File: src/rtl/db15_scan_reader.sv
// Scans a DB15 adapter's 32-bit shift chain and publishes two-frame-consensus joystick words.
// Outputs update on the clk after a frame's final HIGH tick; free-running scan with no backpressure.
module db15_scan_reader #(
  parameter int unsigned CLK_DIV    = 24,
  parameter int unsigned IDLE_TICKS = 64
) (
  input  logic        clk,
  input  logic        reset_n,
  input  logic        JOY_DATA,
  output logic        JOY_CLK,
  output logic        JOY_LOAD,
  output logic [15:0] joystick1,
  output logic [15:0] joystick2,
  output logic        frame_done
);

  typedef enum logic [1:0] {S_IDLE, S_LOAD, S_LOW, S_HIGH} state_t;

  localparam logic [7:0] DIV_LAST  = 8'(CLK_DIV - 1);
  localparam logic [7:0] IDLE_LAST = 8'(IDLE_TICKS - 1);

  state_t      state, state_nxt;
  logic [7:0]  div_cnt;
  logic [7:0]  idle_cnt, idle_cnt_nxt;
  logic [4:0]  bit_idx, bit_idx_nxt;
  logic        tick;
  logic        capture;
  logic        frame_end;
  logic [31:0] frame, prev_frame;

  assign tick = (div_cnt == DIV_LAST);

  always_ff @(posedge clk or negedge reset_n) begin
    if (!reset_n) begin
      div_cnt <= 8'd0;
    end else if (tick) begin
      div_cnt <= 8'd0;
    end else begin
      div_cnt <= div_cnt + 8'd1;
    end
  end

  always_comb begin
    state_nxt    = state;
    idle_cnt_nxt = idle_cnt;
    bit_idx_nxt  = bit_idx;
    capture      = 1'b0;
    frame_end    = 1'b0;
    if (tick) begin
      case (state)
        S_IDLE: begin
          if (idle_cnt == IDLE_LAST) begin
            state_nxt    = S_LOAD;
            idle_cnt_nxt = 8'd0;
          end else begin
            idle_cnt_nxt = idle_cnt + 8'd1;
          end
        end
        S_LOAD: begin
          state_nxt   = S_LOW;
          bit_idx_nxt = 5'd0;
        end
        S_LOW: begin
          state_nxt = S_HIGH;
          capture   = 1'b1;
        end
        S_HIGH: begin
          if (bit_idx == 5'd31) begin
            state_nxt = S_IDLE;
            frame_end = 1'b1;
          end else begin
            bit_idx_nxt = bit_idx + 5'd1;
            state_nxt   = S_LOW;
          end
        end
        default: state_nxt = S_IDLE;
      endcase
    end
  end

  // Pin drivers are decoded from the next state so they switch on the same edge as the FSM.
  always_ff @(posedge clk or negedge reset_n) begin
    if (!reset_n) begin
      state    <= S_IDLE;
      idle_cnt <= 8'd0;
      bit_idx  <= 5'd0;
      JOY_CLK  <= 1'b0;
      JOY_LOAD <= 1'b1;
    end else begin
      state    <= state_nxt;
      idle_cnt <= idle_cnt_nxt;
      bit_idx  <= bit_idx_nxt;
      JOY_CLK  <= (state_nxt == S_HIGH);
      JOY_LOAD <= (state_nxt != S_LOAD);
    end
  end

  always_ff @(posedge clk or negedge reset_n) begin
    if (!reset_n) begin
      frame      <= 32'd0;
      prev_frame <= 32'd0;
      joystick1  <= 16'd0;
      joystick2  <= 16'd0;
      frame_done <= 1'b0;
    end else begin
      frame_done <= frame_end;
      if (capture) begin
        frame[bit_idx] <= ~JOY_DATA;
      end
      // A word is published only when two consecutive frames agree.
      if (frame_end) begin
        prev_frame <= frame;
        if (frame == prev_frame) begin
          joystick1 <= frame[15:0];
          joystick2 <= frame[31:16];
        end
      end
    end
  end

endmodule

File: config.mk
export PLATFORM = sky130hd
export DESIGN_NAME = db15_scan_reader
export DESIGN_NICKNAME = d
export VERILOG_FILES = /design/src/rtl/db15_scan_reader.sv
export SDC_FILE = /design/constraint.sdc
export NUM_CORES = 1
export LEC_CHECK = 0
export ABC_AREA = 1
export BUFFER_PORTS_ARGS = -buffer_cell sky130_fd_sc_hd__buf_2
export CORE_AREA = 4 4 134 136
export CTS_BUF_LIST = sky130_fd_sc_hd__clkbuf_8
export CTS_CLUSTER_DIAMETER = 50
export DETAILED_ROUTE_END_ITERATION = 16
export DIE_AREA = 0 0 138 140
export PLACE_DENSITY_LB_ADDON = 0.1
export SETUP_SLACK_MARGIN = 0.05
export SYNTH_ARGS = -nofsm -noshare
export SYNTH_HDL_FRONTEND = slang
export SYNTH_SLANG_ARGS = --single-unit
File: constraint.sdc
create_clock -name clk -period 2 [get_ports clk]
set_input_delay 0.1 -clock clk [delete_from_list [all_inputs] [get_ports clk]]
set_output_delay 0.1 -clock clk [all_outputs]
set_load 0.02 [all_outputs]
==> summary.txt <==
Yosys
  – Post-Syn Instances: 719
  – Syn Area/Cell: approximately 8 um2
  – Post-synth EDFFs: 0
  – Post-synthesis sequential area ratio: 0.529
  – Seq cells post-synth: 122
  – Ys Warns: 0
  – Main flop type after synthesis: dfrtp_1
  – Synth area leaders: dfrtp_1 (52%), nand2_1 (17%), nand3_1 (6.6%), inv_1 (4.9%), o21ai_0 (2.9%)
  – Leading area contributor after synthesis: dfrtp_1
  – Synth top area share: 0.524
  – Synth cell types: 32
  – Syn Nets: between 700 and 800
  – Async S/R FF share, synth: 1.00
  – Post-Syn Area: 5780 um2

Route
  – Drt wl/cell: 14.1 um
  – Vias/cell: 4.60
  – DR vias: 4669
  – Initial DRC count: ~310
  – DRT antenna net count: 0
  – Overall routed net length: 14.3 mm
  – DRC viols: 0
  – First drt pass iteration count: 4

Hold path
  – Min-delay worst type: in -> async

STA
  – RSZ-0062 raised after global routing: yes
  – Fin crit period: 1850 ps
  – Fmax: 0.541 GHz
  – Least-Margin Pin Slew: ~670 ps
  – Fin Hold WS: 149 ps
  – Max_slew headroom: 0.554
  – TNS Setup: 0 ps
  – Fin crit share: 0.924
  – # setup viols final: 0
  – Setup Skew: roughly 9.4 ps
  – Max Transition Viols Final: 0
  – Final Hold Vio Count: 0

Worst setup path
  – CP Data Arrival Time: approximately 2200 ps
  – Top delay family on crit path: simple AND/OR/NAND/NOR gates
  – Worst Path Buf+Inv: 3
  – Worst path cell trace: ha_2 -> inv_1 -> nor2_1 -> ha_1 -> inv_1 -> nor2_4 -> nand2_4 -> nor2_8 -> nand3_4 -> clkbuf_16 -> nand2_1 -> nand2_1
  – Slowest stage delay, CP: 390 ps
  – Maximum fanout along the worst path: 10
  – CP Capture Type: flip-flop
  – FF-to-FF setup slack: 150 ps
  – CP Launch Type: flip-flop
  – CP Class: reg -> reg
  – CP max-delay cell: dfrtp_1
  – WP data required: approximately 2300 ps

Power and ir drop
  – PD cells: 701 nW/um2
  – Peak supply drop: 0.344 mV
  – LEAKAGE: 3.70 nW

Floorplan
  – Chip height: 140 um
  – Row cnt: 48
  – Ports: 38
  – Initial Util: 0.341
  – Floorplan core area: 16900 um2
  – Die area: 19300 um2
  – Die X: 138 um

Layout
  – Final std cells w/o fill: 1015
  – Post-route design area: approximately 7000 um2
  – Area delta synth->final: 18.7%
  – Layout cells sized above 1: 0.141
  – FF+latch area: 3050 um2
  – Most common cell after layout, fill and taps aside: nand2_1
  – Nets: 788
  – Commonest cells after routing, fill and taps aside: nand2_1 (260), dfrtp_1 (121), inv_1 (78)
  – Number of diodes: 0
  – Number of fill cells in the layout: 1748
  – Area of the multi-input gates: 2300 um2

Clocking
  – CTS Buffer Depth: 2
  – Root buf cell: clkbuf_8
  – CTS clk-pin slew, worst paths: around 70 ps
  – CTS sink cnt: 122
  – Num CTS Buffers: 17
  – Htree depth: 4
  – TritonCTS clock tree: built
  – Clock Latency Late Sink: 440 ps

Run
  – Max-cap violations: 0

Global routing
  – Overflow after GRT: 0
  – Number of global-route vias before repair: 4612
  – Antenna violations before repair: 0
  – Largest net degree at the start of global routing: 55
  – Global-route wire length before repair: 23.7 mm
  – Gr usage total: 0.154

Placement
  – IO Port Bufs: 37
  – DP Cell Count: approximately 970
  – Placer Congestion: 0.824
  – Post-placement cell area: 6290 um2
  – Placed wire-length estimate: 9.68 mm

Status
  – Outcome: completed
power breakdown:
| group | switching (mW) | internal, mW |
|---|---|---|
| clock network | 0.978 | 1.29 |
| registers | 0 | 2.47 |
| logic | 0.0610 | 0.0113 |
synthesized netlist by cell type, types with 7 or more instances:
library cell / count
xor2_1: 7
nor3_1: 14
nand2_1: 260
o21ai_0: 33
nor2_1: 34
inv_1: 76
dfrtp_1: 121
ha_1: 7
o21ai_1: 31
xnor2_1: 10
clkbuf_1: 12
nand3_1: 76
state kept, by name, summed over array words and instances, names as in the netlist:
| name | flops |
|---|---|
| state | 2 |
| frame | 32 |
| joystick1 | 16 |
| div_cnt | 8 |
| JOY_CLK | 1 |
| idle_cnt | 8 |
| joystick2 | 16 |
| bit_idx | 5 |
| JOY_LOAD | 1 |
| prev_frame | 32 |
| frame_done | 1 |
worst paths after layout:
kind | start | end | depth (start not counted)
worst max-delay path | bit_idx[1]$_DFFE_PN0P_ | joystick2[9]$_DFFE_PN0P_ | 12
worst min-delay path | reset_n | joystick1[14]$_DFFE_PN0P_ | 2
worst max register to register | bit_idx[1]$_DFFE_PN0P_ | joystick2[9]$_DFFE_PN0P_ | 12
worst min register to register | div_cnt[0]$_DFF_PN0_ | div_cnt[0]$_DFF_PN0_ | 1
max in group asynchronous | reset_n | joystick1[3]$_DFFE_PN0P_ | 3
min in group clk | JOY_DATA | frame[26]$_DFFE_PN0P_ | 2
metal layers:
layer / track usage / wire [um]
met5: 0 / 0
met4: 0.0452 / 104
met3: 0.0389 / 370
met2: 0.248 / 6890
met1: 0.207 / 6940
cell type report:
cell class	count	share of cell area
multi-input cells	493	0.336
inverters	78	0.0431
well taps	225	0.0411
flip-flops and latches	122	0.446
repair buffers	66	0.0747
clock inverters	8	0.0135
clock buffers	23	0.0462
cells by family after synthesis:
group | synth area share
buf+inv | 0.0765
flops | 0.529
simple gates | 0.291
compound gates | 0.0624
xor+xnor | 0.0258
fa+ha+maj | 0.0152
worst reg2reg max path: stages (launching register included):
cell       delay, ps
dfrtp_1          390
ha_2             190
inv_1             50
nor2_1            90
ha_1             150
inv_1             60
nor2_4           110
nand2_4           90
nor2_8           110
nand3_4          170
clkbuf_16        230
nand2_1           60
nand2_1           50
stage by stage:
stage | power (mW) | utilization | setup WS [ps]
CTS | 4.90 | 0.397 | 114
global placement | 2.59 | 0.372 | 121
detailed placement | 2.59 | 0.372 | 50.6
finish | 4.80 | 0.405 | 151
floorplan | 2.52 | - | 103
global route | 5.01 | 0.405 | 42.0
what timing repair did:
action | in CTS | in global routing
buffers inserted | 1 | 6
pin swaps | 0 | 5
hold buffers | 1 | 0
hold endpoints to repair | 68 | 0
resized for setup | 0 | 11
endpoints found under the setup margin | 11 | 56
cloned | 0 | 2
(Power assumes the default switching activity.)
